File: config.mk
export PLATFORM = sky130hd
export DESIGN_NAME = keypad_write_fsm
export DESIGN_NICKNAME = d
export VERILOG_FILES = /design/src/rtl/keypad_pkg.sv /design/src/rtl/strobe_edge_det.sv /design/src/rtl/keypad_write_fsm.sv
export SDC_FILE = /design/constraint.sdc
export NUM_CORES = 1
export LEC_CHECK = 0
export ABC_AREA = 1
export CAP_MARGIN = 20
export CORE_AREA = 3 3 40 42
export CTS_CLUSTER_SIZE = 28
export DETAILED_ROUTE_END_ITERATION = 7
export DIE_AREA = 0 0 43 45
export DONT_BUFFER_PORTS = 1
export HOLD_SLACK_MARGIN = 0.06
export PLACE_DENSITY_LB_ADDON = 0.12
export RECOVER_POWER = 100
export SLEW_MARGIN = 40
export SYNTH_ARGS = -nofsm -noshare
export SYNTH_HDL_FRONTEND = slang
export SYNTH_HIERARCHICAL = 1
export SYNTH_SLANG_ARGS = --single-unit
File: constraint.sdc
create_clock -name clk -period 1.6 [get_ports clk]
set_input_delay 0.24 -clock clk [delete_from_list [all_inputs] [get_ports clk]]
set_output_delay 0.24 -clock clk [all_outputs]
set_load 0.005 [all_outputs]
File: src/rtl/keypad_pkg.sv
// Shared types and helpers for the keypad write sequencer.
//   wr_state_t  : which operand is being entered (ENTER_A / ENTER_B)
//   key_t       : decoded key class after flag prioritisation
//   encode_key  : collapses the one-hot-ish key flags into a single key_t
//   at_least_one: clamps a derived width to a minimum of one bit
package keypad_pkg;

    typedef enum logic {
        ENTER_A,
        ENTER_B
    } wr_state_t;

    typedef enum logic [2:0] {
        K_NONE,
        K_DIG,
        K_REG,
        K_OP,
        K_CLR,
        K_BKSP
    } key_t;

    // Several flags may be set at once; clear always wins, digits lose to everything.
    function automatic key_t encode_key(
        input logic isclr,
        input logic isbksp,
        input logic isreg,
        input logic isop,
        input logic isdig
    );
        if (isclr)       return K_CLR;
        else if (isbksp) return K_BKSP;
        else if (isreg)  return K_REG;
        else if (isop)   return K_OP;
        else if (isdig)  return K_DIG;
        else             return K_NONE;
    endfunction

    function automatic int at_least_one(input int v);
        return (v < 1) ? 1 : v;
    endfunction

endpackage

File: src/rtl/strobe_edge_det.sv
// Rising-edge detector for the keypad strobe.
//   clk, rst : system clock, synchronous active-high reset
//   strobe   : level strobe from the keypad decoder
//   rise     : high while strobe is high and was low on the previous edge
// RESET_VAL sets the remembered level after reset; 1 means a strobe already
// high when reset releases is not treated as a new key press.
module strobe_edge_det #(
    parameter logic RESET_VAL = 1'b1
) (
    input  logic clk,
    input  logic rst,
    input  logic strobe,
    output logic rise
);

    logic strobe_d;
    logic strobe_q;

    // NOTE: every signal assigned in an always_comb gets a value on every path
    // (here trivially); a missed path would infer a latch.
    always_comb begin
        strobe_d = strobe;
    end

    // NOTE: sequential state is updated with non-blocking assignments so all
    // flops sample their inputs from the same pre-edge values.
    always_ff @(posedge clk) begin
        if (rst) begin
            strobe_q <= RESET_VAL;
        end else begin
            strobe_q <= strobe_d;
        end
    end

    assign rise = strobe & ~strobe_q;

endmodule

File: src/rtl/keypad_write_fsm.sv
// Keypad write sequencer: turns key events into one-cycle control pulses for
// the digit registers (store_dig/del_dig), register file (reg_num) and ALU
// result stage (result_ready), plus clear_all and key_err.
//   clk, rst        : system clock, synchronous active-high reset
//   key_strobe      : level strobe; a key event is its rising edge
//   isdig..isbksp   : key class flags, sampled on the event edge
//   store_dig       : pulse, latch digit dig_idx of operand operand_sel
//   del_dig         : pulse, invalidate digit dig_idx of operand operand_sel
//   dig_idx         : digit position accompanying store_dig / del_dig
//   operand_sel     : 0 = operand A, 1 = operand B
//   reg_num         : pulse, operand A complete and register key accepted
//   result_ready    : pulse, operand B complete and operator accepted
//   clear_all       : pulse, all operands discarded (clear key or timeout)
//   key_err         : pulse, key event rejected in the current state
//   digit_count     : digits held in the current operand (post-update value)
module keypad_write_fsm
    import keypad_pkg::*;
#(
    parameter  int MAX_DIGITS     = 2,
    parameter  int TIMEOUT_CYCLES = 0,
    localparam int DIG_W          = at_least_one($clog2(MAX_DIGITS)),
    localparam int CNT_W          = $clog2(MAX_DIGITS + 1)
) (
    input  logic             clk,
    input  logic             rst,
    input  logic             key_strobe,
    input  logic             isdig,
    input  logic             isreg,
    input  logic             isop,
    input  logic             isclr,
    input  logic             isbksp,
    output logic             store_dig,
    output logic             del_dig,
    output logic [DIG_W-1:0] dig_idx,
    output logic             operand_sel,
    output logic             reg_num,
    output logic             result_ready,
    output logic             clear_all,
    output logic             key_err,
    output logic [CNT_W-1:0] digit_count
);

    localparam int               TO_W      = at_least_one($clog2(TIMEOUT_CYCLES + 1));
    localparam bit               TO_EN     = (TIMEOUT_CYCLES > 0);
    localparam logic [CNT_W-1:0] MAX_CNT   = CNT_W'(MAX_DIGITS);
    localparam logic [TO_W-1:0]  TO_RELOAD = TO_W'(TIMEOUT_CYCLES);

    logic key_event;
    key_t key;

    wr_state_t        state_d, state_q;
    logic [CNT_W-1:0] cnt_d, cnt_q;
    logic [TO_W-1:0]  to_d, to_q;
    logic [DIG_W-1:0] dig_idx_d, dig_idx_q;
    logic             operand_sel_d, operand_sel_q;
    logic             store_dig_d, store_dig_q;
    logic             del_dig_d, del_dig_q;
    logic             reg_num_d, reg_num_q;
    logic             result_ready_d, result_ready_q;
    logic             clear_all_d, clear_all_q;
    logic             key_err_d, key_err_q;
    logic             to_running;

    strobe_edge_det #(
        .RESET_VAL (1'b1)
    ) u_strobe_edge_det (
        .clk    (clk),
        .rst    (rst),
        .strobe (key_strobe),
        .rise   (key_event)
    );

    assign key = encode_key(isclr, isbksp, isreg, isop, isdig);

    // An empty operand A is the idle condition: nothing to time out.
    assign to_running = !(state_q == ENTER_A && cnt_q == '0);

    always_comb begin
        state_d        = state_q;
        cnt_d          = cnt_q;
        to_d           = to_q;
        dig_idx_d      = dig_idx_q;
        store_dig_d    = 1'b0;
        del_dig_d      = 1'b0;
        reg_num_d      = 1'b0;
        result_ready_d = 1'b0;
        clear_all_d    = 1'b0;
        key_err_d      = 1'b0;

        if (key_event && key != K_NONE) begin
            // A key in the expiry cycle takes this branch, so the pending
            // timeout is simply dropped in favour of the reload.
            if (TO_EN) begin
                to_d = TO_RELOAD;
            end
            case (key)
                K_CLR: begin
                    clear_all_d = 1'b1;
                    state_d     = ENTER_A;
                    cnt_d       = '0;
                end
                K_BKSP: begin
                    if (cnt_q != '0) begin
                        cnt_d     = cnt_q - CNT_W'(1);
                        dig_idx_d = DIG_W'(cnt_q - CNT_W'(1));
                        del_dig_d = 1'b1;
                    end else begin
                        key_err_d = 1'b1;
                    end
                end
                K_REG: begin
                    if (state_q == ENTER_A && cnt_q != '0) begin
                        reg_num_d = 1'b1;
                        state_d   = ENTER_B;
                        cnt_d     = '0;
                    end else begin
                        key_err_d = 1'b1;
                    end
                end
                K_OP: begin
                    if (state_q == ENTER_B && cnt_q != '0) begin
                        result_ready_d = 1'b1;
                        state_d        = ENTER_A;
                        cnt_d          = '0;
                    end else begin
                        key_err_d = 1'b1;
                    end
                end
                K_DIG: begin
                    if (cnt_q < MAX_CNT) begin
                        store_dig_d = 1'b1;
                        dig_idx_d   = DIG_W'(cnt_q);
                        cnt_d       = cnt_q + CNT_W'(1);
                    end else begin
                        key_err_d = 1'b1;
                    end
                end
                default: ;
            endcase
        end else if (TO_EN && to_running) begin
            // Reload value N gives expiry on the Nth edge after the key edge.
            if (to_q == TO_W'(1)) begin
                to_d        = '0;
                clear_all_d = 1'b1;
                state_d     = ENTER_A;
                cnt_d       = '0;
            end else if (to_q != '0) begin
                to_d = to_q - TO_W'(1);
            end
        end

        operand_sel_d = (state_d == ENTER_B);
    end

    always_ff @(posedge clk) begin
        if (rst) begin
            state_q        <= ENTER_A;
            cnt_q          <= '0;
            to_q           <= '0;
            dig_idx_q      <= '0;
            operand_sel_q  <= 1'b0;
            store_dig_q    <= 1'b0;
            del_dig_q      <= 1'b0;
            reg_num_q      <= 1'b0;
            result_ready_q <= 1'b0;
            clear_all_q    <= 1'b0;
            key_err_q      <= 1'b0;
        end else begin
            state_q        <= state_d;
            cnt_q          <= cnt_d;
            to_q           <= to_d;
            dig_idx_q      <= dig_idx_d;
            operand_sel_q  <= operand_sel_d;
            store_dig_q    <= store_dig_d;
            del_dig_q      <= del_dig_d;
            reg_num_q      <= reg_num_d;
            result_ready_q <= result_ready_d;
            clear_all_q    <= clear_all_d;
            key_err_q      <= key_err_d;
        end
    end

    assign store_dig    = store_dig_q;
    assign del_dig      = del_dig_q;
    assign dig_idx      = dig_idx_q;
    assign operand_sel  = operand_sel_q;
    assign reg_num      = reg_num_q;
    assign result_ready = result_ready_q;
    assign clear_all    = clear_all_q;
    assign key_err      = key_err_q;
    assign digit_count  = cnt_q;

endmodule
==> impl_metrics.yaml, run 1 <==
run_status:
  status: "completed"
cells_and_area:
  fill_cells: 139
  final_common_cell: "nor2_1"
  antenna_cells: 0
  final_nets: 104
  area_delta_synth_final_pct: 5.57
  final_layout_size_suffix_gt1_frac: 0.194
  layout_common_cells: "nor2_1 (15), inv_1 (14), nand2_1 (12)"
synth:
  synth_fp_nets: 96
  syn_area_um2: 629
  ys_seq_elements: 11
  yosysSeqAreaShare: 0.350
  synthCells: 86
  netlist-cell-type-count: 19
  yosys_warnings: 6
  synth_area_per_cell_um2: 7.32
sta:
  worstMarginPinSlew_ns: 0.538
  fin_crit_ns: 1.47
  finalSetupViolCount: 0
  finalSetupTns_ns: 0
  max_freq_mhz: 679
  min_period_over_period: 0.921
  hold_viol_final: 0
  holdWs_ns: 0.0689
  final_max_slew_viol_count: 0
  finalClockSkew_ns: 0.00721
  relSlewSlack: 0.637
  rsz0062_at_grt: "false"
pwr:
  p_per_area_nw_per_um2: 828
  seq_power_share: 0.516
  p_leak_nw: 0.302
  switching_power_w: 0.000145
  power_switching_share: 0.265
  p_int_w: 0.000404
  power_frac_comb: 0.145
  max-vdd-ir-drop_v: 0.000327
  clkPwrFrac: 0.340
critical_path:
  cp_max_fo: 6
  worstPathRequired_ns: 1.76
  cp-start-kind: "flop"
  critPathTopFamily: "simple AND/OR/NAND/NOR gates"
  slowest_delay_ns: 0.33
  cpMaxStageDelayCell: "dfxtp_2"
  crit_buf_inv: 1
  crit_chain: "inv_1, ha_1, or2_1, nand3_2, nand2_2, nor2_4, nand3_1, nand2_1, nor2_1"
  endpoint_kind: "flop"
  crit_type: "reg2reg"
  critPathArrivalTime_ns: 1.63
clock_network:
  post_cts_buffers: 0
  clock_path_buffers: 2
  ctsRootBufferMaster: "clkbuf_4"
  clk_pin_slew_ns: 0.07
  cts.sinks: 11
  cts_tree: "done"
  numCtsBuffers: 3
  htreeDepth: 1
  insertion_delay_ns: 0.27
detailed_routing:
  drtIter0Drc: 11
  wire_per_inst_um: 11.2
  via_count: 529
  dr.pass1.iters: 4
  routed_wl_um: 1210
  final_antenna_net_count: 0
  drc_errors: 0
  vias_per_cell: 4.90
placed_design:
  gp_congestion: 0.893
  io_buffers: 0
  hpwl_um: 951
die:
  fp-row-count: 13
  die_area_um2: 1940
  die_w_um: 43
  fp.coreArea_um2: 1280
  initial_core_util: 0.490
  pin_count: 18
  die-height_um: 45
global_routing:
  grt_pass1_wl_um: 2080
  grtUsageTotal: 0.144
  grt_max_degree: 7
  antenna_found_initial: 0
  grt_pass1_vias: 513
  grt_remaining_overflow: 0
worst_hold_path:
  hp-class: "in2reg"
flow_run:
  drv_cap: 0
==> what timing repair did <==
item	4_1_cts	5_1_grt
endpoints found under the hold margin	2	0
hold buffers	1	0
gates resized for setup	0	2
endpoints found under the setup margin	0	1
==> layout make-up <==
cell class / count / area, um^2 / area share
flip-flops and latches: 11 / 221 / 0.333
clock buffers: 4 / 26.3 / 0.0395
multi-input cells: 60 / 320 / 0.482
inverters: 15 / 56.3 / 0.0847
repair buffers: 3 / 21.3 / 0.0320
well taps: 15 / 18.8 / 0.0282
==> final timing paths <==
kind | cells past startpoint | from | end | slack (ns)
max | 9 | digit_count[0]$_SDFFE_PP0P_ | digit_count[1]$_SDFFE_PP0P_ | 0.13
min reg2reg | 2 | dig_idx$_SDFFE_PP0P_ | dig_idx$_SDFFE_PP0P_ | 0.50
max reg2reg | 9 | digit_count[0]$_SDFFE_PP0P_ | digit_count[1]$_SDFFE_PP0P_ | 0.13
min | 2 | key_strobe | u_strobe_edge_det/strobe_q$_SDFF_PP1_ | 0.07
==> flip-flops by register name, indices dropped and copies added, names as in the netlist <==
signal                      cells
dig_idx                         1
del_dig                         1
result_ready                    1
clear_all                       1
operand_sel                     1
store_dig                       1
key_err                         1
u_strobe_edge_det/strobe_q      1
digit_count                     2
reg_num                         1
==> worst reg2reg max path, stage by stage (launching register included) <==
cell and delay, ns:
dfxtp_2 0.33, inv_1 0.05, ha_1 0.21, or2_1 0.24, nand3_2 0.10, nand2_2 0.07
nor2_4 0.17, nand3_1 0.09, nand2_1 0.08, nor2_1 0.03
==> Yosys cell counts <==
cell type | n | area share
nor4_2 | 1 | 0.020
nand2_2 | 7 | 0.070
nor2_4 | 3 | 0.054
nand2_1 | 11 | 0.066
or2_1 | 1 | 0.0099
inv_2 | 1 | 0.0060
o21bai_1 | 1 | 0.012
a31oi_1 | 1 | 0.0099
o21ai_4 | 1 | 0.026
ha_1 | 2 | 0.040
nor2_1 | 13 | 0.078
nor2_2 | 3 | 0.030
inv_1 | 14 | 0.083
nand3_1 | 6 | 0.048
nor3_1 | 2 | 0.016
a21oi_2 | 2 | 0.028
dfxtp_1 | 11 | 0.35
nand3_2 | 1 | 0.016
a21oi_1 | 5 | 0.040
==> per-stage QoR <==
stage	setup WS (ns)	util	power, W	cell area (um^2)	instances
floorplan	0.167	-	0.000358	629	86
global placement	0.158	0.516	0.000374	663	103
detailed placement	0.128	0.516	0.000375	663	103
CTS	0.103	0.544	0.000573	699	108
global route	0.0126	0.517	0.000593	664	108
finish	0.127	0.517	0.000550	664	108
==> power by group through the flow <==
| stage | logic, W | registers [W] | clock network (W) |
|---|---|---|---|
| 2_1_floorplan | 0.0000674 | 0.000291 | 0 |
| 3_3_place_gp | 0.0000837 | 0.000290 | 0 |
| 3_5_place_dp | 0.0000847 | 0.000290 | 0 |
| 4_1_cts | 0.0000874 | 0.000284 | 0.000202 |
| 5_1_grt | 0.0000914 | 0.000284 | 0.000217 |
| 6_report | 0.0000796 | 0.000284 | 0.000187 |
==> cell families after synthesis <==
group,count (synthesis),share of synthesized area
DFF,11,0.350
and+or+nand+nor,48,0.406
AOI/OAI and AO/OA,10,0.115
adders and majority gates,2,0.0398
buffers and inverters,15,0.0895
==> routing by layer <==
layer  routed length [um]  vias to the layer above  track usage
met4                   10                        0       0.0723
met5                    0                        -            0
met1                  561                      227        0.187
met2                  559                       14        0.219
li1                     -                      286            -
met3                   75                        2       0.0438
(Power assumes the default switching activity.)
==> run 2: changes to the inputs <==
Settings changed: CAP_MARGIN 20 to 15.
==> results of run 2 <==
No change in the layout: final DEF, timing and power equal those of run 1.
